--- src/rtl/inst_fetcher_pkg.sv ---
// Shared constants and types for the instruction fetch stage: opcodes,
// bus/entry widths, FSM state encoding and immediate decoders.
package inst_fetcher_pkg;

    localparam int DATA_BUS_W = 32;
    localparam int ENTRY_W    = 2 * DATA_BUS_W + 1;

    localparam logic [6:0] OPC_JAL    = 7'b1101111;
    localparam logic [6:0] OPC_BRANCH = 7'b1100011;

    typedef enum logic [1:0] {
        ST_IDLE = 2'd0,
        ST_WAIT = 2'd1,
        ST_DROP = 2'd2
    } fetch_state_t;

    typedef struct packed {
        logic [DATA_BUS_W-1:0] pc;
        logic [DATA_BUS_W-1:0] inst;
        logic                  pred;
    } queue_entry_t;

    function automatic logic [DATA_BUS_W-1:0] imm_j(input logic [DATA_BUS_W-1:0] inst);
        return {{11{inst[31]}}, inst[31], inst[19:12], inst[20], inst[30:21], 1'b0};
    endfunction

    function automatic logic [DATA_BUS_W-1:0] imm_b(input logic [DATA_BUS_W-1:0] inst);
        return {{19{inst[31]}}, inst[31], inst[7], inst[30:25], inst[11:8], 1'b0};
    endfunction

endpackage

--- src/rtl/inst_fetcher_queue.sv ---
// Circular instruction FIFO. Flush beats push/pop; all state freezes when
// i_en is low. Storage is reset so the empty head reads as zero.
module inst_queue #(
    parameter int DEPTH = 8,
    parameter int WIDTH = 65
) (
    input  logic                     clk,
    input  logic                     rst,
    input  logic                     i_en,
    input  logic                     i_flush,
    input  logic                     i_push,
    input  logic [WIDTH-1:0]         i_push_data,
    input  logic                     i_pop,
    output logic [WIDTH-1:0]         o_head,
    output logic [$clog2(DEPTH):0]   o_count
);

    localparam int PTR_W = $clog2(DEPTH);
    localparam int CNT_W = PTR_W + 1;

    logic [PTR_W-1:0] r_wr_ptr;
    logic [PTR_W-1:0] r_rd_ptr;
    logic [CNT_W-1:0] r_count;
    logic [WIDTH-1:0] r_mem [DEPTH];

    logic             w_push;
    logic             w_pop;
    logic [DEPTH-1:0] w_wr_en;

    assign w_push = i_en && !i_flush && i_push;
    assign w_pop  = i_en && !i_flush && i_pop && (r_count != '0);

    genvar gi;
    generate
        for (gi = 0; gi < DEPTH; gi++) begin : g_wr_en
            assign w_wr_en[gi] = w_push && (r_wr_ptr == PTR_W'(gi));
        end
    endgenerate

    always_ff @(posedge clk or posedge rst) begin
        if (rst) begin
            for (int i = 0; i < DEPTH; i++) begin
                r_mem[i] <= '0;
            end
        end else begin
            for (int i = 0; i < DEPTH; i++) begin
                if (w_wr_en[i]) begin
                    r_mem[i] <= i_push_data;
                end
            end
        end
    end

    // Power-of-two depth lets the pointers wrap by natural overflow.
    always_ff @(posedge clk or posedge rst) begin
        if (rst) begin
            r_wr_ptr <= '0;
            r_rd_ptr <= '0;
            r_count  <= '0;
        end else if (i_en) begin
            if (i_flush) begin
                r_wr_ptr <= '0;
                r_rd_ptr <= '0;
                r_count  <= '0;
            end else begin
                if (w_push) begin
                    r_wr_ptr <= r_wr_ptr + PTR_W'(1);
                end
                if (w_pop) begin
                    r_rd_ptr <= r_rd_ptr + PTR_W'(1);
                end
                if (w_push && !w_pop) begin
                    r_count <= r_count + CNT_W'(1);
                end else if (w_pop && !w_push) begin
                    r_count <= r_count - CNT_W'(1);
                end
            end
        end
    end

    assign o_head  = r_mem[r_rd_ptr];
    assign o_count = r_count;

endmodule

--- src/rtl/inst_fetcher.sv ---
// Fetch stage: one outstanding word read, JAL/branch pre-decode for the next
// fetch PC, and a queue of fetched instructions drained by decode.
module inst_fetcher
    import inst_fetcher_pkg::*;
#(
    parameter int          QUEUE_DEPTH = 8,
    parameter logic [31:0] RESET_PC    = 32'h0
) (
    input  logic                  clk,
    input  logic                  rst,
    input  logic                  rdy,
    input  logic                  clr,
    input  logic [DATA_BUS_W-1:0] clr_pc,
    output logic                  mem_req,
    output logic [DATA_BUS_W-1:0] mem_addr,
    input  logic                  mem_done,
    input  logic [DATA_BUS_W-1:0] mem_data,
    output logic [DATA_BUS_W-1:0] pred_pc,
    input  logic                  pred_taken,
    output logic [DATA_BUS_W-1:0] PC,
    output logic [DATA_BUS_W-1:0] Inst,
    output logic                  Inst_Ready,
    output logic                  Inst_Pred,
    input  logic                  received
);

    localparam int CNT_W = $clog2(QUEUE_DEPTH) + 1;

    fetch_state_t          r_state;
    fetch_state_t          w_state_next;
    logic [DATA_BUS_W-1:0] r_fetch_pc;
    logic [DATA_BUS_W-1:0] w_fetch_pc_next;
    logic                  r_mem_req;
    logic                  w_mem_req_next;
    logic [DATA_BUS_W-1:0] r_mem_addr;
    logic [DATA_BUS_W-1:0] w_mem_addr_next;

    logic                  w_push;
    logic                  w_pop;
    logic [CNT_W-1:0]      w_count;
    logic                  w_full;
    logic [ENTRY_W-1:0]    w_head_bits;
    queue_entry_t          w_head;
    queue_entry_t          w_push_entry;

    logic [6:0]            w_opcode;
    logic                  w_is_jal;
    logic                  w_is_taken_br;
    logic                  w_pred;
    logic [DATA_BUS_W-1:0] w_target;
    logic [DATA_BUS_W-1:0] w_clr_target;

    // Static prediction for JAL, predictor-driven for conditional branches.
    assign w_opcode      = mem_data[6:0];
    assign w_is_jal      = (w_opcode == OPC_JAL);
    assign w_is_taken_br = (w_opcode == OPC_BRANCH) && pred_taken;
    assign w_pred        = w_is_jal || w_is_taken_br;
    assign w_target      = w_is_jal      ? r_fetch_pc + imm_j(mem_data) :
                           w_is_taken_br ? r_fetch_pc + imm_b(mem_data) :
                                           r_fetch_pc + 32'd4;
    assign w_clr_target  = clr_pc & 32'hFFFF_FFFC;

    assign w_full = (w_count == CNT_W'(QUEUE_DEPTH));
    assign w_pop  = Inst_Ready && received;

    always_ff @(posedge clk or posedge rst) begin
        if (rst) begin
            r_state    <= ST_IDLE;
            r_fetch_pc <= RESET_PC;
            r_mem_req  <= 1'b0;
            r_mem_addr <= '0;
        end else if (rdy) begin
            r_state    <= w_state_next;
            r_fetch_pc <= w_fetch_pc_next;
            r_mem_req  <= w_mem_req_next;
            r_mem_addr <= w_mem_addr_next;
        end
    end

    // A read that completes on the same edge as clr is already gone, so there
    // is nothing left to drop and the FSM returns straight to IDLE.
    always_comb begin
        w_state_next = r_state;
        case (r_state)
            ST_IDLE: begin
                if (!clr && !w_full) begin
                    w_state_next = ST_WAIT;
                end
            end
            ST_WAIT: begin
                if (mem_done) begin
                    w_state_next = ST_IDLE;
                end else if (clr) begin
                    w_state_next = ST_DROP;
                end
            end
            ST_DROP: begin
                if (mem_done) begin
                    w_state_next = ST_IDLE;
                end
            end
            default: w_state_next = ST_IDLE;
        endcase
    end

    always_comb begin
        w_fetch_pc_next = r_fetch_pc;
        w_mem_req_next  = r_mem_req;
        w_mem_addr_next = r_mem_addr;
        w_push          = 1'b0;
        if (clr) begin
            w_fetch_pc_next = w_clr_target;
        end
        case (r_state)
            ST_IDLE: begin
                if (!clr && !w_full) begin
                    w_mem_req_next  = 1'b1;
                    w_mem_addr_next = r_fetch_pc;
                end
            end
            ST_WAIT: begin
                if (mem_done) begin
                    w_mem_req_next = 1'b0;
                    if (!clr) begin
                        w_push          = 1'b1;
                        w_fetch_pc_next = w_target;
                    end
                end
            end
            ST_DROP: begin
                if (mem_done) begin
                    w_mem_req_next = 1'b0;
                end
            end
            default: w_mem_req_next = 1'b0;
        endcase
    end

    assign w_push_entry = '{pc: r_fetch_pc, inst: mem_data, pred: w_pred};

    inst_queue #(
        .DEPTH (QUEUE_DEPTH),
        .WIDTH (ENTRY_W)
    ) u_queue (
        .clk         (clk),
        .rst         (rst),
        .i_en        (rdy),
        .i_flush     (clr),
        .i_push      (w_push),
        .i_push_data (w_push_entry),
        .i_pop       (w_pop),
        .o_head      (w_head_bits),
        .o_count     (w_count)
    );

    assign w_head     = w_head_bits;
    assign PC         = w_head.pc;
    assign Inst       = w_head.inst;
    assign Inst_Pred  = w_head.pred;
    assign Inst_Ready = (w_count != '0);

    assign mem_req  = r_mem_req;
    assign mem_addr = r_mem_addr;
    assign pred_pc  = r_fetch_pc;

endmodule

--- config.mk ---
export PLATFORM = sky130hd
export DESIGN_NAME = inst_fetcher
export DESIGN_NICKNAME = d
export VERILOG_FILES = /design/src/rtl/inst_fetcher_pkg.sv /design/src/rtl/inst_fetcher_queue.sv /design/src/rtl/inst_fetcher.sv
export SDC_FILE = /design/constraint.sdc
export NUM_CORES = 1
export LEC_CHECK = 0
export ABC_AREA = 0
export BUFFER_PORTS_ARGS = -buffer_cell sky130_fd_sc_hd__clkbuf_2
export CELL_PAD_IN_SITES_DETAIL_PLACEMENT = 0
export CELL_PAD_IN_SITES_GLOBAL_PLACEMENT = 1
export CORE_MARGIN = 5
export CORE_UTILIZATION = 45
export DETAILED_ROUTE_END_ITERATION = 6
export PLACE_DENSITY = 0.81
export SLEW_MARGIN = 20
export SYNTH_ARGS = -nofsm -noshare
export SYNTH_HDL_FRONTEND = slang
export SYNTH_HIERARCHICAL = 1
export SYNTH_SLANG_ARGS = --single-unit
--- constraint.sdc ---
create_clock -name clk -period 16.23 [get_ports clk]
set_clock_uncertainty 0.1 [all_clocks]
set_input_delay 1.623 -clock clk [delete_from_list [all_inputs] [get_ports clk]]
set_output_delay 1.623 -clock clk [all_outputs]
set_load 0.02 [all_outputs]
==> results of run 1 <==
==> final cells by class <==
type / count / area [um2]
timing repair buffer: 246 / 1405
clock inverter: 25 / 321.6
multi-input combinational: 1441 / 14800
antenna: 4 / 10.01
fill: 5577 / 32760
inverter: 39 / 151.4
tap: 873 / 1092
sequential: 597 / 14950
clock buffer: 88 / 1898
==> metrics by stage <==
step / total power [W] / utilization [%] / instances / hold WS (ps)
2_1_floorplan: 0.003147 / - / 2213 / 352.4
4_1_cts: 0.005219 / 51.29 / 3307 / 388.3
3_3_place_gp: 0.003600 / 47.99 / 3194 / 361.9
5_1_grt: 0.005441 / 51.37 / 3309 / 405.4
6_report: 0.005171 / 51.39 / 3313 / 383.5
3_5_place_dp: 0.003659 / 47.99 / 3194 / 379.7
==> final timing paths <==
| check | slack, ps | endpoint | from | cells past startpoint |
|---|---|---|---|---|
| max in group asynchronous | 12130 | u_queue/r_mem[267] | rst | 5 |
| worst max register to register | 11950 | u_queue/r_mem[336] | r_state[1] | 8 |
| worst min register to register | 380 | u_queue/r_mem[371] | u_queue/r_mem[371] | 1 |
| worst max-delay path | 10820 | Inst[8] | u_queue/r_rd_ptr[0] | 4 |
| worst min-delay path | 380 | u_queue/r_mem[371] | u_queue/r_mem[371] | 1 |
| min in group asynchronous | 1090 | u_queue/r_mem[424] | rst | 2 |
==> Yosys cell counts, drive strengths merged, types with 5 or more instances <==
library cell / n
mux2: 617
dfrtp: 597
mux4: 130
buf: 90
nand2: 80
a21oi: 73
nor2: 66
o21ai: 65
ha: 56
clkbuf: 46
inv: 38
xnor2: 31
xor2: 24
a21o: 23
nand3: 22
nor3: 21
a211oi: 18
nand4: 16
o22ai: 13
a31oi: 12
a22oi: 11
and2: 10
a221o: 9
and3: 9
and4: 9
o211ai: 9
o21bai: 9
o221ai: 8
o21a: 7
or3: 7
a22o: 6
nand2b: 6
nor4: 6
a222oi: 5
==> sequential cells by signal (all words and copies together), names as in the netlist <==
name and flops:
mem_addr 32, mem_req 1, pred_pc 32, r_state 2
u_queue/o_count 4, u_queue/r_mem 520, u_queue/r_rd_ptr 3, u_queue/r_wr_ptr 3
==> power by group through the flow <==
| stage | clock network [W] | logic [W] | registers (W) |
|---|---|---|---|
| after detailed placement | 0 | 0.00165 | 0.00201 |
| after floorplan | 0 | 0.00115 | 0.00200 |
| after global placement | 0 | 0.00162 | 0.00198 |
| after global routing | 0.00163 | 0.00179 | 0.00202 |
| final | 0.00153 | 0.00165 | 0.00198 |
| after CTS | 0.00158 | 0.00166 | 0.00198 |
==> critical path, delay by kind of cell, from the launching register on <==
family                 cells  cell delay, ps
flip-flops                 1            1050
buffers and inverters      2            1010
multiplexers               2             930
==> cells by family after synthesis <==
family                     Yosys count
xor gates and xnor gates            55
DFF                                597
buffers and inverters              175
muxes                              751
adders and majority gates           59
AOI/OAI and AO/OA                  308
and+or+nand+nor                    268
==> routing by layer <==
layer / vias to the layer above / track usage, % / wire [um] / share of wire (%)
met4: 10 / 6.187 / 1766 / 2.1
met5: - / 0 / 69 / 0.083
met2: 554 / 36.26 / 39790 / 48
met3: 111 / 4.802 / 5064 / 6.1
li1: 8725 / - / - / -
met1: 10530 / 31.22 / 36810 / 44
==> results.md, run 1 <==
* Outcome: finished clean
* Relative contribution of the clock network to total power at 29.7%
* Final-layout setup total negative slack at 0 ps
* Total gr overflow at 0
* Total leakage power at between 15 and 20 nW
* Worst Max-Slew Pin Slew at 1051 ps
* Initial cell density of the core at 45.48%
* Max Clock Freq at around 180 MHz
* Wire per inst at around 25 um
* Cts repair resizes at 0
* Switching portion of total power at 33.05%
* FP Rows at 95
* Instance count of the mapped netlist at between 2k and 2.5k
* Fraction of power consumed by combinational cells at approximately 32%
* Post-synth top area cell: sky130_fd_sc_hd__dfrtp_1
* Net switching power at around 0.0017 W
* Final RePlAce weighted congestion at roughly 0.91
* Placeable Area at 0.06740 mm2
* Relative slew margins at between 20% and 30%
* Count of flip-flops with a built-in enable after synthesis at 0
* Shortest clock period the worst path allows after layout at 5411 ps
* Largest stage delay, worst path at between 1000 and 1500 ps
* Total routing resource utilization after global routing at around 23%
* Ports placed on the boundary at ~200
* Synth Area per Inst at about 14 um2
* Htree depth at 3
* Total internal power at about 0.0035 W
* Multiplexer fraction of the synthesized cell area at ~33%
* Final cell area excluding filler cells at 0.03463 mm2
* Area enclosed by the die boundary at around 0.073 mm2
* Most frequent cells in the layout: sky130_fd_sc_hd__dfrtp_1, sky130_fd_sc_hd__mux2_2, sky130_fd_sc_hd__clkbuf_2, sky130_fd_sc_hd__mux4_2, sky130_fd_sc_hd__nand2_1
* Most common library cell in the layout ignoring fill and taps: sky130_fd_sc_hd__dfrtp_1
* Relative contribution of sequential cells to total power at approximately two fifths
* Dpl hpwl at ~54 mm
* Clock latency on the worst-skew pair at between 600 and 700 ps
* Class of the most critical setup path: flip-flop to output pin
* Smallest setup slack after layout at approximately 11000 ps
* Hold Path Class: flip-flop to flip-flop
* Share of the synthesized area in the top cell type at between 40% and 50%
* Leading post-synthesis cells by cell area: sky130_fd_sc_hd__dfrtp_1, sky130_fd_sc_hd__mux2_2, sky130_fd_sc_hd__mux4_2, sky130_fd_sc_hd__mux2_4, sky130_fd_sc_hd__ha_1
* CP Launch Type: flip-flop
* Global-route wire length before repair at between 100 and 150 mm
* Net count of the mapped netlist at about 2.3k
* Initial antenna violation count at 8
* Number of buffers created by CTS at between 60 and 70
* Port buffer count at approximately 200
* Sink Count at ~600
* Final setup viols at 0
* Worst endpoint required time at between 10000 and 15000 ps
* Clock tree from TritonCTS: yes
* Library cell used as clock root buffer: sky130_fd_sc_hd__clkbuf_16
* Compound-gate portion of the synthesized area at between 6 and 7%
* Net count reported at finish at between 2k and 3k
* Detailed-route DRC error count at 0
* Adder and majority gate portion of the synthesized area at 2.482%
* Number of vias in the routed layout at around 20k
* Number of iterations in the first detailed-routing pass at 6
* Iteration-0 DRC count of the detailed router at about 1.6k
* Horizontal die dimension at around 270 um
* Synth Cell Area at a little over 0.03 mm2
* Buffer depth of the longest clock path at 3
* Height of the die at 271 um
* Routed WL at approximately 83 mm
* Critical-path cell with the highest stage delay: sky130_fd_sc_hd__dfrtp_4
* Worst EP arrival at between 3000 and 4000 ps
* Largest net degree at the start of global routing at about 190
* Hold buffers post-CTS at 0
* Via count of the first global-routing pass at approximately 21k
* Yosys Warn Count at 6
* Share of the synthesized netlist area taken by xor and xnor gates at under 10%
* Maximum capacitance violations at 0
* Post-place setup slack at ~11000 ps
* Most common flop cell mapped by yosys: sky130_fd_sc_hd__dfrtp_1
* Count of buffers added by post-CTS timing repair for setup at 0
* Via/cell ratio at around 6
* Critical Path Sink Type: output pin
* Placed cell area at approximately 0.032 mm2
* Clock-pin slew of the registers on the worst-case setup and hold paths at roughly 50 ps
* Crit Path Max Fanout at 47
* Number of max-slew violations in the final report at 0
* Yosys cell types at just under 80
* Ordered list of cells on the worst path: buf_4 > mux4_2 > mux2_2 > clkbuf_2
* Dominant combinational cell family by area after synthesis: multiplexers
* Share of synthesized area occupied by flip-flops and latches at 48.73%
* Fraction of the mapped netlist area in simple logic gates at around 4.3%
* PwrDens at between 100 and 150 mW/mm2
* Area Growth Syn to Fin at 12.98%
* Fraction of the cycle the final worst path needs at 33.34%
* Proportion of layout cells with a drive suffix above 1 at a little under half
* Unrepaired setup endpoints after global routing: no
* Synth async-reset ratio at 100.0%
* Number of routed nets with antenna violations at 0
* Register bit total from synthesis at around 600
* Maximum vdd drop at 111.2 uV
* Final count of hold timing violations at 0
Power figures use the tool's default switching activity.
==> run 2, diff against run 1 <==
Clock period 16.23 ns to 4.7 ns, I/O delays scaled along.
==> results.md, run 2 (synthesis gave the netlist of run 1 again) <==
* Proportion of layout cells with a drive suffix above 1 at 46.53% (+0.59 points)
* Fraction of the cycle the final worst path needs at slightly below 80%
* Net count reported at finish at 2554 (+1.3%)
* Initial antenna violation count at 8 (unchanged)
* Clock-pin slew of the registers on the worst-case setup and hold paths at 60 ps (about the same)
* Global-route wire length before repair at 129.9 mm (+0.12%)
* Biggest register: u_queue/r_mem
* Multi-input logic area at 0.01480 mm2 (unchanged)
* Cts repair resizes at 0 (unchanged)
* Smallest setup slack after layout at 992.3 ps (-9827 ps)
* Htree depth at 3 (unchanged)
* CP Launch Type: flip-flop
* Worst R2R Start: pred_pc[2]
* Dpl hpwl at 55.32 mm (+3.0%)
* Worst r2r path cells at 10 (+2)
* Height of the die at 271 um (unchanged)
* Placed cell area at 0.03266 mm2 (+0.97%)
* Maximum capacitance violations at 0 (unchanged)
* Sink Count at 597 (unchanged)
* Most frequent cells in the layout: sky130_fd_sc_hd__dfrtp_1, sky130_fd_sc_hd__mux2_2, sky130_fd_sc_hd__clkbuf_2, sky130_fd_sc_hd__mux4_2, sky130_fd_sc_hd__nand2_1
* Wire per inst at 24.75 um (-1.8%)
* Post-place setup slack at 861.7 ps (-9816 ps)
* Worst endpoint required time at 4130 ps (-10380 ps)
* Share of the core filled with cells at 52.11% (+0.72 points)
* Number of vias in the routed layout at 20.13k (+1.0%)
* Number of max-slew violations in the final report at 0 (unchanged)
* Via/cell ratio at 6.005 (-0.17%)
* Total power draw at 0.01823 W (+250%)
* Maximum vdd drop at 336.3 uV (+200%)
* Max Clock Freq at ~270 MHz
* Relative slew margins at 40.99% (+11 points)
* Number of iterations in the first detailed-routing pass at 6 (unchanged)
* Clock latency on the worst-skew pair at 620 ps (about the same)
* Most common library cell in the layout ignoring fill and taps: sky130_fd_sc_hd__dfrtp_1
* Shortest clock period the worst path allows after layout at roughly 3700 ps
* Outcome: finished clean
* Iteration-0 DRC count of the detailed router at 1542 (-3.6%)
* Detailed-route DRC error count at 0 (unchanged)
* Final setup viols at 0 (unchanged)
* Filler cell count in the final layout at 5537 (-0.72%)
* Largest net degree at the start of global routing at 148 (-23%)
* End of the worst register-to-register path: pred_pc[30]
* Total leakage power at 16.80 nW (+1.6%)
* Library cell used as clock root buffer: sky130_fd_sc_hd__clkbuf_16
* Final count of hold timing violations at 0 (unchanged)
* Sequential cell area at 0.01495 mm2 (unchanged)
* Clock tree from TritonCTS: yes
* Register-to-Register Setup Slack at 1000 ps (-10950 ps)
* FP Rows at 95 (unchanged)
* Class of the most critical setup path: flip-flop to output pin
* Area Growth Syn to Fin at 14.57%
* Final-layout setup total negative slack at 0 ps (unchanged)
* Hold Crit Endpoint: pred_pc[6]
* Largest register FFs at 520 (unchanged)
* Total gr overflow at 0 (unchanged)
* PwrDens at 519.2 mW/mm2 (+250%)
* Initial cell density of the core at 45.48% (unchanged)
* Via count of the first global-routing pass at 21.61k (+0.95%)
* Total routing resource utilization after global routing at 22.50% (-0.025 points)
* Buffer depth of the longest clock path at 3 (unchanged)
* Placeable Area at 0.06740 mm2 (unchanged)
* Unrepaired setup endpoints after global routing: no
* Worst Max-Slew Pin Slew at 885.2 ps (-165.4 ps)
* Worst min-delay path startpoint: clr_pc[6]
* Worst EP arrival at 3140 ps (-550 ps)
* Hold Path Class: input port to flip-flop
* Area enclosed by the die boundary at 0.07344 mm2 (unchanged)
* Ports placed on the boundary at 202 (unchanged)
* Crit Path Max Fanout at 39 (-17%)
* Critical Path Sink Type: output pin
* Horizontal die dimension at 271 um (unchanged)
* Final cell area excluding filler cells at 0.03512 mm2 (+1.4%)
* Number of instances on the worst hold path at 3 (+2)
* Number of routed nets with antenna violations at 0 (unchanged)
* Port buffer count at 199 (unchanged)
* Number of buffers created by CTS at 67 (+1.5%)
* Final RePlAce weighted congestion at 0.8953 (-1.4%)
* Routed WL at 82.97 mm (-0.63%)
* Count of buffers added by post-CTS timing repair for setup at 0 (unchanged)
run 2: cell types whose count changed in the layout (fill, tap and decap cells not counted), moves of 3 or more:
cell and delta:
sky130_fd_sc_hd__buf_4 +21, sky130_fd_sc_hd__clkinvlp_4 -3, sky130_fd_sc_hd__bufinv_16 +4, sky130_fd_sc_hd__buf_6 -3, sky130_fd_sc_hd__clkinv_2 +4, sky130_fd_sc_hd__buf_12 +8
sky130_fd_sc_hd__clkbuf_8 -4, sky130_fd_sc_hd__dlygate4sd3_1 +5
run 2: worst max path at each step:
stage | startpoint | endpoint | slack, ps
3_3_place_gp | mem_data[21] | pred_pc[31] | 900
3_5_place_dp | mem_data[21] | pred_pc[31] | 860
5_1_grt | pred_pc[5] | pred_pc[30] | 770
2_1_floorplan | rst | u_queue/o_count[0] | -3070
6_report | u_queue/r_rd_ptr[0] | PC[21] | 990
4_1_cts | u_queue/r_rd_ptr[0] | PC[19] | 870
run 2: stage by stage:
step | cells | hold WS [ps]
floorplan | 2213 | 352.4
global placement | 3221 | 362.1
detailed placement | 3221 | 370.7
CTS | 3347 | 13.87
global route | 3351 | 48.81
finish | 3352 | 42.13
run 2: per-layer routing:
metal	track usage [%]	wire [um]	vias to the layer above	part of all wire [%]
met5	0	25	-	0.030
met4	7.373	2274	4	2.7
met3	5.059	5308	126	6.4
met2	36.40	39770	630	48
met1	30.34	35590	10590	43
li1	-	-	8778	-
run 2: cell type report:
type | instances | share of cell area (%)
clock buffer | 86 | 5.269
antenna | 3 | 0.02138
timing repair buffer | 278 | 5.030
tap | 873 | 3.110
sequential | 597 | 42.57
multi-input combinational | 1441 | 42.15
inverter | 39 | 0.4311
clock inverter | 35 | 1.418
run 2: power by group:
part | internal [W] | switching, W | leakage [nW] | total, W
Combinational | 0.00274 | 0.00310 | 7.52 | 0.00584
Clock | 0.00341 | 0.00216 | 1.16 | 0.00557
Sequential | 0.00607 | 0.000754 | 8.12 | 0.00682
Total | 0.0122 | 0.00602 | 16.8 | 0.0182
run 2: what timing repair did:
| item | CTS | global route |
|---|---|---|
| hold buffers | 5 | 0 |
| endpoints found under the hold margin | 59 | 0 |
| endpoints found under the setup margin | 0 | 0 |
run 2: critical path: stages (launching register included):
cell	delay, ps
sky130_fd_sc_hd__dfrtp_4	1000
sky130_fd_sc_hd__buf_4	470
sky130_fd_sc_hd__mux4_2	570
sky130_fd_sc_hd__mux2_2	290
sky130_fd_sc_hd__clkbuf_2	160
==> run 3, diff against run 2 <==
Settings changed: PLACE_DENSITY 0.81 to 0.78.
Clock period 4.7 ns to 3.6 ns, I/O delays scaled along.
==> results.md, run 3 (synthesis gave the netlist of run 1 again) <==
* Worst r2r path cells at 12 (+2)
* Final setup viols at 0 (unchanged)
* Total gr overflow at 0 (unchanged)
* Multi-input logic area at 0.01482 mm2 (+0.13%)
* Initial antenna violation count at 9 (+1)
* Final RePlAce weighted congestion at 0.9504 (+6.2%)
* Crit Path Max Fanout at 3 (-92%)
* Number of iterations in the first detailed-routing pass at 6 (unchanged)
* Largest net degree at the start of global routing at 129 (-13%)
* Number of vias in the routed layout at 20.45k (+1.6%)
* Most repeated library cell on the critical path: sky130_fd_sc_hd__o2111ai_1
* Total routed wire length on the met1 layer at 38.37 mm (+7.8%)
* Number of max-slew violations in the final report at 0 (unchanged)
* Total leakage power at 17.20 nW (+2.4%)
* Detailed-routed wire length on met3 at 4.689 mm (-12%)
* Ordered list of cells on the worst path: ha_1 > inv_1 > fa_1 > nor2b_1 > o2111ai_1 > a311o_1 > a2111oi_4 > nor4_1 > or3_1 > a311oi_2 > o2111ai_1 > nand2_1
* Critical-path cell with the highest stage delay: sky130_fd_sc_hd__a311o_1
* PwrDens at 670.7 mW/mm2 (+29%)
* Clock-pin slew of the registers on the worst-case setup and hold paths at 60 ps (about the same)
* Wire per inst at 25.20 um (+1.8%)
* Ports placed on the boundary at 202 (unchanged)
* Critical path endpoint: pred_pc[31]
* Worst Max-Slew Pin Slew at 894.7 ps (+9.491 ps)
* Via/cell ratio at 5.968 (-0.63%)
* Initial cell density of the core at 45.48% (unchanged)
* Clock latency on the worst-skew pair at 600 ps (-20 ps)
* Top metal layer carrying routed signals: met5
* Final count of hold timing violations at 0 (unchanged)
* Via count of the first global-routing pass at 22.03k (+2.0%)
* Filler cell count in the final layout at 5557 (+0.36%)
* Startpoint of the most critical setup path: pred_pc[1]
* Number of buffers created by CTS at 68 (+1.5%)
* Fraction of the cycle the final worst path needs at between 90% and 100%
* Area Growth Syn to Fin at 17.05%
* End of the worst register-to-register path: pred_pc[31]
* Number of routed nets with antenna violations at 0 (unchanged)
* Sequential cell area at 0.01495 mm2 (unchanged)
* Class of the most critical setup path: flip-flop to flip-flop
* Relative slew margins at 40.36% (-0.63 points)
* Outcome: finished clean
* Global-route wire length before repair at 134.6 mm (+3.6%)
* Maximum capacitance violations at 0 (unchanged)
* Most frequent cells in the layout: sky130_fd_sc_hd__dfrtp_1, sky130_fd_sc_hd__mux2_2, sky130_fd_sc_hd__clkbuf_2, sky130_fd_sc_hd__mux4_2, sky130_fd_sc_hd__buf_4
* Final cell area excluding filler cells at 0.03588 mm2 (+2.2%)
* Dpl hpwl at 58.00 mm (+4.8%)
* Most common library cell in the layout ignoring fill and taps: sky130_fd_sc_hd__dfrtp_1
* Largest stage delay, worst path at 450 ps (-550 ps)
* Worst EP arrival at 3790 ps (+650 ps)
* Htree depth at 3 (unchanged)
* Placeable Area at 0.06740 mm2 (unchanged)
* Count of buffers added by post-CTS timing repair for setup at 0 (unchanged)
* Maximum vdd drop at 484.4 uV (+44%)
* Net count reported at finish at 2631 (+3.0%)
* Wire length on met2 at 41.07 mm (+3.3%)
* Largest register FFs at 520 (unchanged)
* Total routing resource utilization after global routing at 23.42% (+0.92 points)
* Horizontal die dimension at 271 um (unchanged)
* Worst R2R Start: pred_pc[1]
* Proportion of layout cells with a drive suffix above 1 at 47.59% (+1.1 points)
* Share of the core filled with cells at 53.24% (+1.1 points)
* Biggest register: u_queue/r_mem
* Sink Count at 597 (unchanged)
* Area enclosed by the die boundary at 0.07344 mm2 (unchanged)
* Iteration-0 DRC count of the detailed router at 1476 (-4.3%)
* CP Launch Type: flip-flop
* Register-to-Register Setup Slack at 240 ps (-760 ps)
* Routed WL at 86.37 mm (+4.1%)
* Buffer depth of the longest clock path at 3 (unchanged)
* Placed cell area at 0.03329 mm2 (+1.9%)
* Library cell used as clock root buffer: sky130_fd_sc_hd__clkbuf_16
* Worst endpoint required time at 4030 ps (-100 ps)
* Height of the die at 271 um (unchanged)
* Clock tree from TritonCTS: yes
* Detailed-route DRC error count at 0 (unchanged)
* FP Rows at 95 (unchanged)
* Unrepaired setup endpoints after global routing: no
* Port buffer count at 199 (unchanged)
* Hold Path Class: input port to flip-flop
* Critical Path Sink Type: flip-flop
* Shortest clock period the worst path allows after layout at between 3000 and 4000 ps
* Max Clock Freq at 297.4 MHz
==> run 3: power breakdown <==
group          switching (W)  internal, W
Sequential          0.000817      0.00793
Combinational        0.00433      0.00376
Clock                0.00277      0.00445
==> run 3: how the worst min path moves through the flow <==
stage	from	to	cells past startpoint
after detailed placement	u_queue/r_mem[371]	u_queue/r_mem[371]	1
after CTS	mem_data[1]	u_queue/r_mem[67]	2
final	clr_pc[29]	pred_pc[29]	3
after global routing	mem_data[1]	u_queue/r_mem[197]	2
after floorplan	u_queue/r_mem[370]	u_queue/r_mem[370]	1
after global placement	u_queue/r_mem[371]	u_queue/r_mem[371]	1
==> run 3: final cells by class <==
cell class	count	share of cell area, %
well taps	873	3.044
repair buffers	354	6.967
inverters	39	0.4219
clock inverters	25	0.8822
flip-flops and latches	597	41.67
multi-input cells	1441	41.31
diodes	3	0.02092
clock buffers	95	5.684
==> run 3: timing repair <==
item | in CTS | in global routing
hold buffers | 21 | 0
resized for setup | 0 | 3
endpoints found under the setup margin | 0 | 3
hold endpoints to repair | 70 | 0
==> run 3: per-stage QoR <==
step | worst slack [ps] | TNS (ps) | total power, W | hold slack (ps) | std cells
2_1_floorplan | -4064 | -2153970 | 0.01419 | 352.4 | 2213
3_3_place_gp | 4.159 | 0 | 0.01665 | 361.0 | 3283
3_5_place_dp | 16.70 | 0 | 0.01690 | 371.5 | 3283
4_1_cts | 100.9 | 0 | 0.02424 | 1.763 | 3424
5_1_grt | 47.91 | 0 | 0.02526 | 33.92 | 3424
6_report | 238.0 | 0 | 0.02406 | 41.83 | 3427
==> run 3: worst max-delay path, delay by kind of cell (launching register included) <==
| kind | cells | cell delay (ps) |
|---|---|---|
| and+or+nand+nor | 4 | 770 |
| DFF | 1 | 400 |
| buffers and inverters | 1 | 60 |
| adders and majority gates | 2 | 580 |
| AOI/OAI and AO/OA | 5 | 1380 |
==> run 3: per-layer routing <==
| metal | GRT usage (%) | vias up |
|---|---|---|
| met4 | 6.915 | 12 |
| met3 | 4.723 | 126 |
| met2 | 37.54 | 563 |
| met1 | 32.58 | 10780 |
| li1 | - | 8972 |
| met5 | 0 | - |
